File: config.mk
export PLATFORM = sky130hd
export DESIGN_NAME = switch_debounce_multi_flat
export DESIGN_NICKNAME = d
export VERILOG_FILES = /design/src/rtl/switch_debounce_multi_if.sv /design/src/rtl/switch_debounce_multi.sv /design/src/flat_wrapper.sv
export SDC_FILE = /design/constraint.sdc
export NUM_CORES = 1
export LEC_CHECK = 0
export ABC_AREA = 1
export CAP_MARGIN = 10
export CORE_MARGIN = 2
export CORE_UTILIZATION = 55
export CTS_CLUSTER_DIAMETER = 120
export DETAILED_ROUTE_END_ITERATION = 10
export PLACE_DENSITY = 0.75
export SLEW_MARGIN = 20
export SYNTH_ARGS = -nofsm -noshare
export SYNTH_HDL_FRONTEND = slang
export SYNTH_SLANG_ARGS = --single-unit
File: constraint.sdc
create_clock -name i_Clk -period 2.45 [get_ports i_Clk]
set_input_delay 0.245 -clock i_Clk [delete_from_list [all_inputs] [get_ports i_Clk]]
set_output_delay 0.245 -clock i_Clk [all_outputs]
set_load 0.01 [all_outputs]
File: src/rtl/switch_debounce_multi_if.sv
// -----------------------------------------------------------------------------
// switch_debounce_multi_if
// Bundles the per-channel switch inputs and conditioned outputs of
// switch_debounce_multi into one interface.
//   i_Switch     : raw, asynchronous push-button inputs (one bit per channel)
//   i_Toggle_Clr : per-channel synchronous clear of the toggle state
//   o_Level      : debounced, synchronised level
//   o_Rise       : one-cycle pulse on an accepted 0->1 transition
//   o_Fall       : one-cycle pulse on an accepted 1->0 transition
//   o_Toggle     : latch-on-press state, flips on every accepted rise
//   o_Out        : mode-selected output (level or toggle)
// master: the side that owns the switches (board top level or bench).
// slave : the conditioner itself.
// -----------------------------------------------------------------------------
interface switch_debounce_multi_if #(
    parameter int NUM_CH = 4
);
    logic [NUM_CH-1:0] i_Switch;
    logic [NUM_CH-1:0] i_Toggle_Clr;
    logic [NUM_CH-1:0] o_Level;
    logic [NUM_CH-1:0] o_Rise;
    logic [NUM_CH-1:0] o_Fall;
    logic [NUM_CH-1:0] o_Toggle;
    logic [NUM_CH-1:0] o_Out;

    modport master (
        output i_Switch,
        output i_Toggle_Clr,
        input  o_Level,
        input  o_Rise,
        input  o_Fall,
        input  o_Toggle,
        input  o_Out
    );

    modport slave (
        input  i_Switch,
        input  i_Toggle_Clr,
        output o_Level,
        output o_Rise,
        output o_Fall,
        output o_Toggle,
        output o_Out
    );
endinterface

File: src/rtl/switch_debounce_multi.sv
// -----------------------------------------------------------------------------
// switch_debounce_multi
// Multi-channel push-button conditioner. Each channel is synchronised with two
// flops, then debounced by a stability counter: a new value must be seen for
// DEBOUNCE_CYCLES consecutive synchronised cycles before it is accepted.
// Per channel it provides a clean level, rise/fall pulses and a toggle state.
// Ports:
//   i_Clk   : system clock, rising edge
//   i_Rst_L : synchronous active-low reset
//   sw_if   : switch_debounce_multi_if slave modport (switch inputs, toggle
//             clears, level/rise/fall/toggle/out outputs)
// Parameters:
//   NUM_CH          : channel count (1..8)
//   DEBOUNCE_CYCLES : acceptance window in cycles (>= 2)
//   TOGGLE_MODE     : 0 -> o_Out = level, 1 -> o_Out = toggle
// -----------------------------------------------------------------------------
module switch_debounce_multi #(
    parameter int NUM_CH          = 4,
    parameter int DEBOUNCE_CYCLES = 250000,
    parameter int TOGGLE_MODE     = 0
) (
    input  logic                   i_Clk,
    input  logic                   i_Rst_L,
    switch_debounce_multi_if.slave sw_if
);
    localparam int               CNT_W   = $clog2(DEBOUNCE_CYCLES);
    localparam logic [CNT_W-1:0] CNT_MAX = CNT_W'(DEBOUNCE_CYCLES - 1);
    localparam logic [CNT_W-1:0] CNT_ONE = CNT_W'(1);

    logic [NUM_CH-1:0] sync1_q,  sync1_d;
    logic [NUM_CH-1:0] sync2_q,  sync2_d;
    logic [NUM_CH-1:0] stable_q, stable_d;
    logic [NUM_CH-1:0] rise_q,   rise_d;
    logic [NUM_CH-1:0] fall_q,   fall_d;
    logic [NUM_CH-1:0] toggle_q, toggle_d;
    logic [CNT_W-1:0]  cnt_q [NUM_CH];
    logic [CNT_W-1:0]  cnt_d [NUM_CH];

    // Next-state: synchroniser shift, per-channel debounce counter and toggle.
    always_comb begin
        sync1_d  = sw_if.i_Switch;
        sync2_d  = sync1_q;
        stable_d = stable_q;
        rise_d   = '0;
        fall_d   = '0;
        toggle_d = toggle_q;
        for (int ch = 0; ch < NUM_CH; ch++) begin
            cnt_d[ch] = cnt_q[ch];
        end

        for (int ch = 0; ch < NUM_CH; ch++) begin
            if (sync2_q[ch] == stable_q[ch]) begin
                // Any return to the accepted value restarts the window.
                cnt_d[ch] = '0;
            end else if (cnt_q[ch] == CNT_MAX) begin
                // Window complete: accept, and register the edge pulse so it
                // lines up with the cycle the new level first appears.
                stable_d[ch] = sync2_q[ch];
                cnt_d[ch]    = '0;
                rise_d[ch]   = sync2_q[ch];
                fall_d[ch]   = ~sync2_q[ch];
            end else begin
                cnt_d[ch] = cnt_q[ch] + CNT_ONE;
            end

            // Clear wins over a coincident rise pulse.
            if (sw_if.i_Toggle_Clr[ch]) begin
                toggle_d[ch] = 1'b0;
            end else if (rise_q[ch]) begin
                toggle_d[ch] = ~toggle_q[ch];
            end else begin
                toggle_d[ch] = toggle_q[ch];
            end
        end
    end

    // State registers with synchronous active-low reset.
    always_ff @(posedge i_Clk) begin
        if (!i_Rst_L) begin
            sync1_q  <= '0;
            sync2_q  <= '0;
            stable_q <= '0;
            rise_q   <= '0;
            fall_q   <= '0;
            toggle_q <= '0;
            for (int ch = 0; ch < NUM_CH; ch++) begin
                cnt_q[ch] <= '0;
            end
        end else begin
            sync1_q  <= sync1_d;
            sync2_q  <= sync2_d;
            stable_q <= stable_d;
            rise_q   <= rise_d;
            fall_q   <= fall_d;
            toggle_q <= toggle_d;
            for (int ch = 0; ch < NUM_CH; ch++) begin
                cnt_q[ch] <= cnt_d[ch];
            end
        end
    end

    assign sw_if.o_Level  = stable_q;
    assign sw_if.o_Rise   = rise_q;
    assign sw_if.o_Fall   = fall_q;
    assign sw_if.o_Toggle = toggle_q;
    // Pure select, no extra latency on either path.
    assign sw_if.o_Out    = (TOGGLE_MODE != 0) ? toggle_q : stable_q;

endmodule

File: src/flat_wrapper.sv
// flat-port wrapper written by rule: the top's interface ports become plain ports
module switch_debounce_multi_flat 
#(
    parameter int NUM_CH          = 4,
    parameter int DEBOUNCE_CYCLES = 250000,
    parameter int TOGGLE_MODE     = 0
)
  (i_Clk, i_Rst_L, sw_if_i_Switch, sw_if_i_Toggle_Clr, sw_if_o_Level, sw_if_o_Rise, sw_if_o_Fall, sw_if_o_Toggle, sw_if_o_Out);
  switch_debounce_multi_if #(.NUM_CH(NUM_CH)) sw_if_i ();
  input  logic i_Clk;
  input  logic i_Rst_L;
  input wire logic [$bits(sw_if_i.i_Switch)-1:0] sw_if_i_Switch;
  input wire logic [$bits(sw_if_i.i_Toggle_Clr)-1:0] sw_if_i_Toggle_Clr;
  output wire logic [$bits(sw_if_i.o_Level)-1:0] sw_if_o_Level;
  output wire logic [$bits(sw_if_i.o_Rise)-1:0] sw_if_o_Rise;
  output wire logic [$bits(sw_if_i.o_Fall)-1:0] sw_if_o_Fall;
  output wire logic [$bits(sw_if_i.o_Toggle)-1:0] sw_if_o_Toggle;
  output wire logic [$bits(sw_if_i.o_Out)-1:0] sw_if_o_Out;
  assign sw_if_i.i_Switch = sw_if_i_Switch;
  assign sw_if_i.i_Toggle_Clr = sw_if_i_Toggle_Clr;
  assign sw_if_o_Level = sw_if_i.o_Level;
  assign sw_if_o_Rise = sw_if_i.o_Rise;
  assign sw_if_o_Fall = sw_if_i.o_Fall;
  assign sw_if_o_Toggle = sw_if_i.o_Toggle;
  assign sw_if_o_Out = sw_if_i.o_Out;
  switch_debounce_multi #(.NUM_CH(NUM_CH), .DEBOUNCE_CYCLES(DEBOUNCE_CYCLES), .TOGGLE_MODE(TOGGLE_MODE)) u_core (.i_Clk(i_Clk), .i_Rst_L(i_Rst_L), .sw_if(sw_if_i));
endmodule
==> impl_metrics.sql, run 1 <==
INSERT INTO impl_metrics (metric_group, metric, value, unit) VALUES
('timing', 'worst_slew_margin_rel', '0.698', ''),
('timing', 'report.final.hold_viol_count', '0', ''),
('routing', 'initialDrtViolationCount', '126', ''),
('placement', 'finalWeightedCongestion', '0.840', ''),
('setup_path', 'crit_type', 'flop to flop', ''),
('timing', 'grt_setup_unrepaired', 'no', ''),
('setup_path', 'data_arrival_critical_path', '1900', 'ps'),
('timing', 'finalSetupViolCount', '0', ''),
('finish', 'insertedDiodeCount', '0', ''),
('cts', 'clock_transition_at_the_registers_of_the_reported_paths', '100', 'ps'),
('die', 'die_width', '95.8', 'um'),
('placement', 'post-dp-hpwl', '6640', 'um'),
('pwr', 'swShare', '0.240', ''),
('setup_path', 'critPathSlowestCell', 'sky130_fd_sc_hd__dfxtp_1', ''),
('pwr', 'power', '0.00260', 'W'),
('setup_path', 'cpPeakStageDelay', '430', 'ps'),
('synth', 'yosys_warnings', '0', ''),
('finish', 'layout.cells.most_common', 'sky130_fd_sc_hd__nand2_1', ''),
('cts', 'clk-insertion-delay-late', '360', 'ps'),
('setup_path', 'cp-start-kind', 'flop', ''),
('routing', 'drt.antenna.violating_nets', '0', ''),
('run_status', 'status', 'finished, final reports clean', ''),
('die', 'core_area', '0.00818', 'mm^2'),
('routing', 'drc_errors', '0', ''),
('synth', 'ys_seq_area_frac', '0.415', ''),
('setup_path', 'cp_top_family', 'simple AND/OR/NAND/NOR gates', ''),
('synth', 'post_synth_num_cell_types', '31', ''),
('global_routing', 'grt_start_max_net_pins', '19', ''),
('die', 'fp.dieArea', '0.00918', 'mm^2'),
('synth', 'gate_count_of_the_mapped_netlist', '672', ''),
('pwr', 'clock_power_share', '0.377', ''),
('setup_path', 'critical_path.cell_chain', 'ha_1, nand3_2, inv_1, nand3_2, nand2_2, a21oi_1', ''),
('timing', 'tightestPinTransition', '452', 'ps'),
('synth', 'mappedNetlistArea', '0.00464', 'mm^2'),
('setup_path', 'timing.critical_path.to_type', 'flop', ''),
('global_routing', 'number_of_global_route_vias_before_repair', '3815', ''),
('routing', 'wl_per_cell', '10.8', 'um'),
('synth', 'syn_avg_cell_area', '6.90', 'um^2'),
('pwr', 'power_density', '504', 'mW/mm^2'),
('pwr', 'p_int', '0.00198', 'W'),
('synth', 'syn_nets', '686', ''),
('timing', 'finalCritPeriodShare', '0.685', ''),
('global_routing', 'grt_first_pass_wirelength', '15200', 'um'),
('finish', 'design.final.nets', '716', ''),
('cts', 'cts.sinks', '96', ''),
('cts', 'clock_tree.root_cell', 'sky130_fd_sc_hd__clkbuf_8', ''),
('cts', 'post_cts_hold_buffer_count', '0', ''),
('routing', 'routed_via_density', '4.96', ''),
('pwr', 'combPwrFrac', '0.019', ''),
('cts', 'buffer_depth_of_the_longest_clock_path', '2', ''),
('setup_path', 'worstPathBufferInverterCount', '1', ''),
('setup_path', 'critical_path.max_fanout', '18', ''),
('cts', 'number_of_cts_inserted_buffers', '9', ''),
('routing', 'route.vias.total', '4027', ''),
('die', 'std_cell_rows', '33', ''),
('routing', 'drt-total-wl', '8750', 'um'),
('pwr', 'max-vdd-ir-drop', '0.000299', 'V'),
('placement', 'numPortBuffers', '29', ''),
('cts', 'maximum_level_of_the_cts_h_tree', '3', ''),
('die', 'die_height', '95.8', 'um'),
('placement', 'dpl_cells', '796', ''),
('die', 'floorplan.initialDensity', '0.567', ''),
('finish', 'commonest_non_fill_non_tap_cells_in_the_layout', 'sky130_fd_sc_hd__nand2_1, sky130_fd_sc_hd__nor2_1, sky130_fd_sc_hd__dfxtp_1, sky130_fd_sc_hd__inv_1, sky130_fd_sc_hd__a21oi_1', ''),
('finish', 'final-instance-count-excl-fill', '812', ''),
('finish', 'final_layout_size_suffix_gt1_frac', '0.0835', ''),
('timing', 'fin_tns_setup', '0', 'ps'),
('global_routing', 'grt_overflow_total', '0', ''),
('cts', 'post_cts.resized_instances', '0', ''),
('routing', 'dr.pass1.iters', '5', ''),
('setup_path', 'cell_repeated_most_along_the_worst_path', 'sky130_fd_sc_hd__nand3_2', ''),
('finish', 'flow.area_growth_from_synthesis', '11.3', '%');
[metrics by stage]
stage	hold WS (ps)	cell area, um^2	utilization	worst slack (ps)
after floorplan	321	4640	-	1060
after global placement	392	4980	0.609	821
after detailed placement	402	4980	0.609	763
after CTS	412	5160	0.631	761
after global routing	405	5160	0.631	586
final	414	5160	0.631	771
[path summary, 6_finish.rpt]
kind | startpoint | to | slack [ps] | cells past startpoint
setup / recovery | u_core.cnt_q[0][18] | u_core.cnt_q[0][35] | 770 | 6
hold / removal | u_core.sync1_q[0] | u_core.sync2_q[0] | 410 | 2
setup reg to reg | u_core.cnt_q[0][18] | u_core.cnt_q[0][35] | 770 | 6
hold reg to reg | u_core.sync1_q[0] | u_core.sync2_q[0] | 410 | 2
[worst min-delay path, cell delays in order (launching register included)]
cell and delay (ps):
sky130_fd_sc_hd__dfxtp_1 320, sky130_fd_sc_hd__nand2_1 50, sky130_fd_sc_hd__inv_1 40
[power groups by stage]
stage | combinational [W] | clock [W] | sequential, W
CTS | 0.0000491 | 0.000999 | 0.00157
global route | 0.0000542 | 0.00107 | 0.00158
floorplan | 0.0000294 | 0 | 0.00161
global placement | 0.0000481 | 0 | 0.00161
detailed placement | 0.0000489 | 0 | 0.00161
finish | 0.0000483 | 0.000981 | 0.00157
[routing by layer]
metal / global-route usage / up-vias / part of all wire
li1: - / 2139 / -
met1: 0.249 / 1833 / 0.48
met2: 0.371 / 42 / 0.48
met3: 0.0329 / 13 / 0.023
met4: 0.0690 / 0 / 0.012
met5: 0 / - / 0
[flip-flops by register name, summed over array words and instances (netlist names)]
name,count
u_core.sync1_q,4
u_core.sw_if.o_Fall,4
u_core.sw_if.o_Toggle,4
u_core.sync2_q,4
u_core.sw_if.o_Level,4
u_core.cnt_q,72
u_core.sw_if.o_Rise,4
[cell type report]
class,instances,area (um^2),area share
clock buffers,9,124,0.0240
clock inverters,7,61.3,0.0119
repair buffers,30,298,0.0577
well taps,105,131,0.0255
flip-flops and latches,96,1920,0.372
inverters,77,289,0.0560
multi-input cells,488,2340,0.453
[Yosys cell counts (all sizes together)]
library cell	instances	area [um^2]
nor4	4	25.0
dfxtp	96	1920
nand4	8	50.1
xor2	17	149
buf	10	85.1
o21ai	13	65.1
nand2	179	702
nor3	8	40.0
nor2	154	641
xnor2	7	61.3
and2	1	8.76
or2	13	81.3
o21bai	1	7.51
nand3b	3	35.0
nand3	36	205
inv	77	289
a21oi	40	215
clkbuf	1	3.75
ha	4	50.1
[cells by family after synthesis]
kind of cell               after synthesis  share of synthesized area
DFF                                     96                      0.415
xor gates and xnor gates                24                     0.0453
and+or+nand+nor                        406                      0.386
AOI/OAI and AO/OA                       54                     0.0621
adders and majority gates                4                     0.0108
buffers and inverters                   88                     0.0815
(Power assumes the default switching activity.)
==> inputs of run 2 (changes only) <==
Clock period 2.45 ns to 1.6 ns, I/O delays scaled along.
==> run 2 against run 1 <==
Compared with the run above: utilization up 1.5 points; power is 69% higher; critical path depth decreased by 5; worst hold slack lost 92 ps; global-route usage increased by 0.51 points; highest routed layer unchanged.
==> impl_metrics.sql, run 2 (synthesized netlist as in run 1, its figures left out) <==
INSERT INTO impl_metrics (metric_group, metric, value, unit) VALUES
('run_status', 'status', 'finished, final reports clean', ''),
('routing', 'route.vias.total', '4050', ''),
('timing', 'finalCritPeriodShare', '0.950', ''),
('finish', 'flow.area_growth_from_synthesis', '14.0', '%'),
('hold_path', 'hold_path_class', 'input port to flop', ''),
('die', 'floorplan.initialDensity', '0.567', ''),
('placement', 'finalWeightedCongestion', '0.873', ''),
('routing', 'routed_via_density', '4.95', ''),
('timing', 'report.final.hold_viol_count', '0', ''),
('finish', 'layout.cells.most_common', 'sky130_fd_sc_hd__nand2_1', ''),
('setup_path', 'r2r_slack', '150', 'ps'),
('routing', 'drc_errors', '0', ''),
('setup_path', 'worst_r2r_path_depth', '7', ''),
('timing', 'number_of_max_slew_violations_in_the_final_report', '0', ''),
('finish', 'commonest_non_fill_non_tap_cells_in_the_layout', 'sky130_fd_sc_hd__nand2_1, sky130_fd_sc_hd__nor2_1, sky130_fd_sc_hd__dfxtp_1, sky130_fd_sc_hd__inv_1, sky130_fd_sc_hd__a21oi_1', ''),
('cts', 'buffer_depth_of_the_longest_clock_path', '2', ''),
('cts', 'tritoncts', 'yes', ''),
('timing', 'grt_setup_unrepaired', 'no', ''),
('pwr', 'combPwrFrac', '0.019', ''),
('global_routing', 'grt_first_pass_wirelength', '15600', 'um'),
('finish', 'largest_reg_flops', '72', ''),
('hold_path', 'holdPathStages', '3', ''),
('finish', 'final_layout_size_suffix_gt1_frac', '0.0938', ''),
('timing', 'timing.hold.ws', '321', 'ps'),
('placement', 'post-dp-hpwl', '6530', 'um'),
('finish', 'design.final.nets', '723', ''),
('pwr', 'power_density', '834', 'mW/mm^2'),
('setup_path', 'critPathSlowestCell', 'sky130_fd_sc_hd__clkdlybuf4s50_1', ''),
('setup_path', 'crit_type', 'flop to primary output', ''),
('timing', 'final.setup.worst_slack', '79.4', 'ps'),
('hold_path', 'hold_path_end', 'u_core.sync1_q[1]', ''),
('timing', 'worst_clock_skew', '14.5', 'ps'),
('cts', 'number_of_cts_inserted_buffers', '9', ''),
('die', 'fp.dieArea', '0.00918', 'mm^2'),
('placement', 'numPortBuffers', '29', ''),
('global_routing', 'grt_overflow_total', '0', ''),
('pwr', 'p_int', '0.00349', 'W'),
('routing', 'wl_per_cell', '10.9', 'um'),
('routing', 'initialDrtViolationCount', '99', ''),
('finish', 'regMostFlops', 'u_core.cnt_q', ''),
('routing', 'dr.pass1.iters', '4', ''),
('routing', 'drt-total-wl', '8920', 'um'),
('pwr', 'cellLeakagePower', '1.77', 'nW'),
('timing', 'fin_tns_setup', '0', 'ps'),
('die', 'std_cell_rows', '33', ''),
('die', 'die_width', '95.8', 'um'),
('cts', 'cts.sinks', '96', ''),
('cts', 'post_cts_hold_buffer_count', '0', ''),
('setup_path', 'cpPeakStageDelay', '570', 'ps'),
('cts', 'post_cts.resized_instances', '0', ''),
('placement', 'dpl_cells', '803', ''),
('pwr', 'net-switching-power', '0.000918', 'W'),
('setup_path', 'cp-start-kind', 'flop', ''),
('cts', 'clock_tree.root_cell', 'sky130_fd_sc_hd__clkbuf_8', ''),
('timing', 'max_clock_freq', '658', 'MHz'),
('cts', 'clk-insertion-delay-late', '360', 'ps'),
('setup_path', 'worstReg2RegEnd', 'u_core.cnt_q[0][14]', ''),
('setup_path', 'critical_path.max_fanout', '5', ''),
('global_routing', 'global_route.usage.total', '0.211', ''),
('timing', 'worst_slew_margin_rel', '0.815', ''),
('finish', 'insertedDiodeCount', '0', ''),
('die', 'die_height', '95.8', 'um'),
('die', 'top_level_ports', '30', ''),
('timing', 'tightestPinTransition', '277', 'ps'),
('pwr', 'seq_power_share', '0.547', ''),
('run', 'cap_viol_max_count', '0', ''),
('setup_path', 'critical_path.cell_chain', 'clkdlybuf4s50_1', ''),
('die', 'core_area', '0.00818', 'mm^2'),
('cts', 'post_cts_buffers', '0', ''),
('cts', 'maximum_level_of_the_cts_h_tree', '3', ''),
('pwr', 'clock_power_share', '0.434', ''),
('placement', 'dpl_worst_slack', '97.8', 'ps'),
('pwr', 'max-vdd-ir-drop', '0.000581', 'V'),
('timing', 'timing.final.crit_period', '1520', 'ps'),
('cts', 'clock_transition_at_the_registers_of_the_reported_paths', '90', 'ps'),
('setup_path', 'required', '1440', 'ps'),
('setup_path', 'r2r-start', 'u_core.cnt_q[0][1]', ''),
('global_routing', 'number_of_global_route_vias_before_repair', '3708', ''),
('finish', 'final-instance-count-excl-fill', '819', ''),
('setup_path', 'timing.critical_path.to_type', 'primary output', ''),
('routing', 'drt.antenna.violating_nets', '0', ''),
('setup_path', 'cp_top_family', 'buffers and inverters', ''),
('timing', 'finalSetupViolCount', '0', ''),
('hold_path', 'hold_path.startpoint', 'sw_if_i_Switch[1]', ''),
('setup_path', 'data_arrival_critical_path', '1360', 'ps'),
('global_routing', 'grt_start_max_net_pins', '19', ''),
('setup_path', 'worstPathBufferInverterCount', '1', ''),
('global_routing', 'grt_antenna_before_repair', '0', ''),
('pwr', 'swShare', '0.209', '');
==> run 2: how the worst max path moves through the flow <==
stage / from / to / cells past startpoint
global route: u_core.cnt_q[0][37] / u_core.cnt_q[0][53] / 6
floorplan: u_core.cnt_q[0][18] / u_core.cnt_q[0][27] / 7
CTS: u_core.sw_if.o_Level[2] / sw_if_o_Level[2] / 1
global placement: i_Rst_L / u_core.cnt_q[0][45] / 6
finish: u_core.sw_if.o_Level[2] / sw_if_o_Out[2] / 1
detailed placement: i_Rst_L / u_core.cnt_q[0][56] / 6
==> run 2: stage by stage <==
stage / utilization / total power [W] / cell area (um^2)
finish: 0.646 / 0.00440 / 5280
floorplan: - / 0.00251 / 4640
detailed placement: 0.617 / 0.00255 / 5040
CTS: 0.646 / 0.00442 / 5280
global route: 0.646 / 0.00454 / 5280
global placement: 0.617 / 0.00255 / 5040
==> run 2: worst min-delay path, cell delays in order <==
cell and delay [ps]:
sky130_fd_sc_hd__clkdlybuf4s50_1 390, sky130_fd_sc_hd__nand2_1 60, sky130_fd_sc_hd__inv_1 30
==> run 2: final cells by class <==
| class | instances | area [um^2] |
|---|---|---|
| Fill cell | 748 | 2890 |
| Multi-Input combinational cell | 488 | 2340 |
| Sequential cell | 96 | 1920 |
| Timing Repair Buffer | 37 | 363 |
| Inverter | 77 | 289 |
| Tap cell | 105 | 131 |
| Clock buffer | 9 | 124 |
| Clock inverter | 7 | 118 |
==> run 2: metal layers <==
| layer | up-vias | track usage | part of all wire |
|---|---|---|---|
| li1 | 2152 | - | - |
| met1 | 1833 | 0.267 | 0.48 |
| met2 | 54 | 0.364 | 0.48 |
| met3 | 11 | 0.0399 | 0.029 |
| met4 | 0 | 0.0667 | 0.015 |
| met5 | - | 0 | 0 |
==> run 2: power by group through the flow <==
stage	registers, W	clock network (W)	logic, W
after global routing	0.00241	0.00204	0.0000950
after global placement	0.00246	0	0.0000854
final	0.00241	0.00191	0.0000855
after CTS	0.00241	0.00193	0.0000869
after detailed placement	0.00246	0	0.0000864
after floorplan	0.00246	0	0.0000451
==> inputs of run 3 (changes only) <==
Settings changed: REMOVE_ABC_BUFFERS set to 1.
==> run 3 against run 2 <==
Compared with the run above: wire length is 5.1% higher; via count is 1.8% higher; sequential power is essentially flat; design area up 0.36%; clock power grew 7%; critical path depth did not move; worst setup slack better by 0.98 ps; flip-flop and latch count stayed put; critical path type unchanged.
==> impl_metrics.sql, run 3 (synthesized netlist as in run 1, its figures left out) <==
INSERT INTO impl_metrics (metric_group, metric, value, unit) VALUES
('cts', 'maximum_level_of_the_cts_h_tree', '3', ''),
('global_routing', 'grt_start_max_net_pins', '19', ''),
('setup_path', 'data_arrival_critical_path', '1360', 'ps'),
('cts', 'post_cts_buffers', '0', ''),
('finish', 'multiInputGateArea', '0.00234', 'mm^2'),
('finish', 'commonest_non_fill_non_tap_cells_in_the_layout', 'sky130_fd_sc_hd__nand2_1, sky130_fd_sc_hd__nor2_1, sky130_fd_sc_hd__dfxtp_1, sky130_fd_sc_hd__inv_1, sky130_fd_sc_hd__a21oi_1', ''),
('cts', 'clock_transition_at_the_registers_of_the_reported_paths', '90', 'ps'),
('routing', 'dr.pass1.iters', '5', ''),
('die', 'top_level_ports', '30', ''),
('timing', 'grt_setup_unrepaired', 'no', ''),
('setup_path', 'worstPathBufferInverterCount', '1', ''),
('global_routing', 'number_of_global_route_vias_before_repair', '3791', ''),
('die', 'std_cell_rows', '33', ''),
('cts', 'buffer_depth_of_the_longest_clock_path', '2', ''),
('timing', 'number_of_max_slew_violations_in_the_final_report', '0', ''),
('pwr', 'power_density', '855', 'mW/mm^2'),
('cts', 'cts.sinks', '96', ''),
('routing', 'drt-total-wl', '9370', 'um'),
('timing', 'tightestPinTransition', '258', 'ps'),
('finish', 'insertedDiodeCount', '0', ''),
('pwr', 'net-switching-power', '0.000894', 'W'),
('finish', 'final_layout_size_suffix_gt1_frac', '0.0912', ''),
('hold_path', 'hold_path_class', 'input port to flop', ''),
('placement', 'dpl_worst_slack', '-26.8', 'ps'),
('cts', 'post_cts_hold_buffer_count', '0', ''),
('finish', 'design.final.nets', '722', ''),
('pwr', 'power', '0.00453', 'W'),
('die', 'fp.dieArea', '0.00918', 'mm^2'),
('finish', 'layout.filler_cells', '724', ''),
('placement', 'post-dp-hpwl', '6870', 'um'),
('finish', 'largest_reg_flops', '72', ''),
('setup_path', 'critical_path.cell_chain', 'clkdlybuf4s50_1', ''),
('run_status', 'status', 'finished, final reports clean', ''),
('timing', 'worst_slew_margin_rel', '0.827', ''),
('finish', 'register_area', '0.00192', 'mm^2'),
('pwr', 'seq_power_share', '0.531', ''),
('die', 'die_width', '95.8', 'um'),
('timing', 'finalCritPeriodShare', '0.950', ''),
('global_routing', 'grt_overflow_total', '0', ''),
('routing', 'drt.antenna.violating_nets', '0', ''),
('setup_path', 'cp-start-kind', 'flop', ''),
('placement', 'finalWeightedCongestion', '0.855', ''),
('routing', 'drc_errors', '0', ''),
('cts', 'tritoncts', 'yes', ''),
('global_routing', 'global_route.usage.total', '0.217', ''),
('pwr', 'clock_power_share', '0.450', ''),
('die', 'floorplan.initialDensity', '0.567', ''),
('cts', 'post_cts.resized_instances', '0', ''),
('timing', 'finalSetupViolCount', '0', ''),
('cts', 'clk-insertion-delay-late', '360', 'ps'),
('die', 'die_height', '95.8', 'um'),
('global_routing', 'grt_antenna_before_repair', '0', ''),
('finish', 'flow.area_growth_from_synthesis', '14.4', '%'),
('finish', 'regMostFlops', 'u_core.cnt_q', ''),
('setup_path', 'critical_path.max_fanout', '5', ''),
('routing', 'routed_via_density', '5.04', ''),
('pwr', 'cellLeakagePower', '1.77', 'nW'),
('pwr', 'combPwrFrac', '0.019', ''),
('global_routing', 'grt_first_pass_wirelength', '16000', 'um'),
('timing', 'worst_clock_skew', '12.9', 'ps'),
('setup_path', 'required', '1440', 'ps'),
('setup_path', 'timing.critical_path.to_type', 'primary output', ''),
('timing', 'report.final.hold_viol_count', '0', ''),
('finish', 'layout.cells.most_common', 'sky130_fd_sc_hd__nand2_1', ''),
('cts', 'number_of_cts_inserted_buffers', '9', ''),
('timing', 'timing.final.crit_period', '1520', 'ps'),
('setup_path', 'cp_top_family', 'buffers and inverters', ''),
('pwr', 'swShare', '0.197', ''),
('setup_path', 'crit_type', 'flop to primary output', ''),
('die', 'core_area', '0.00818', 'mm^2'),
('setup_path', 'critPathSlowestCell', 'sky130_fd_sc_hd__clkdlybuf4s50_1', ''),
('placement', 'numPortBuffers', '29', ''),
('timing', 'fin_tns_setup', '0', 'ps'),
('cts', 'clock_tree.root_cell', 'sky130_fd_sc_hd__clkbuf_8', ''),
('pwr', 'max-vdd-ir-drop', '0.000538', 'V'),
('run', 'cap_viol_max_count', '0', ''),
('routing', 'initialDrtViolationCount', '154', ''),
('setup_path', 'cpPeakStageDelay', '580', 'ps'),
('pwr', 'p_int', '0.00364', 'W'),
('routing', 'route.vias.total', '4123', ''),
('timing', 'final.setup.worst_slack', '80.4', 'ps'),
('routing', 'wl_per_cell', '11.5', 'um'),
('timing', 'max_clock_freq', '658', 'MHz');
[run 3: final timing paths]
path | startpoint | endpoint | slack [ps] | cells after the start
worst max-delay path | u_core.sw_if.o_Level[3] | sw_if_o_Level[3] | 80 | 1
worst min-delay path | sw_if_i_Switch[3] | u_core.sync1_q[3] | 330 | 3
worst max register to register | u_core.cnt_q[0][55] | u_core.cnt_q[0][56] | 140 | 8
worst min register to register | u_core.sync1_q[0] | u_core.sync2_q[0] | 420 | 2
[run 3: cell type report]
| cell class | instances | area share |
|---|---|---|
| sequential | 96 | 0.363 |
| tap | 105 | 0.0248 |
| inverter | 77 | 0.0545 |
| multi-input combinational | 488 | 0.442 |
| clock inverter | 5 | 0.0243 |
| clock buffer | 11 | 0.0248 |
| timing repair buffer | 36 | 0.0670 |
[run 3: stage by stage]
stage	instance area, um^2	hold slack [ps]	utilization	std cells
2_1_floorplan	4550	236	-	661
3_3_place_gp	5030	398	0.616	802
3_5_place_dp	5030	397	0.616	802
4_1_cts	5290	320	0.648	818
5_1_grt	5300	316	0.648	818
6_report	5300	328	0.648	818
[run 3: power by group through the flow]
stage | clock (W) | combinational [W] | sequential (W)
after floorplan | 0 | 0.0000341 | 0.00246
after global placement | 0 | 0.0000839 | 0.00246
after detailed placement | 0 | 0.0000861 | 0.00246
after CTS | 0.00208 | 0.0000867 | 0.00241
after global routing | 0.00220 | 0.0000961 | 0.00241
final | 0.00204 | 0.0000856 | 0.00241
[run 3: worst min-delay path: stages]
cell and delay, ps:
sky130_fd_sc_hd__clkdlybuf4s50_1 390, sky130_fd_sc_hd__nand2_1 60, sky130_fd_sc_hd__inv_1 30
[run 3: layer usage]
layer | up-vias | wire [um] | GRT usage
met1 | 1857 | 4280 | 0.274
met5 | - | 0 | 0
met3 | 17 | 408 | 0.0376
met4 | 0 | 145 | 0.0869
met2 | 94 | 4540 | 0.369
li1 | 2155 | - | -
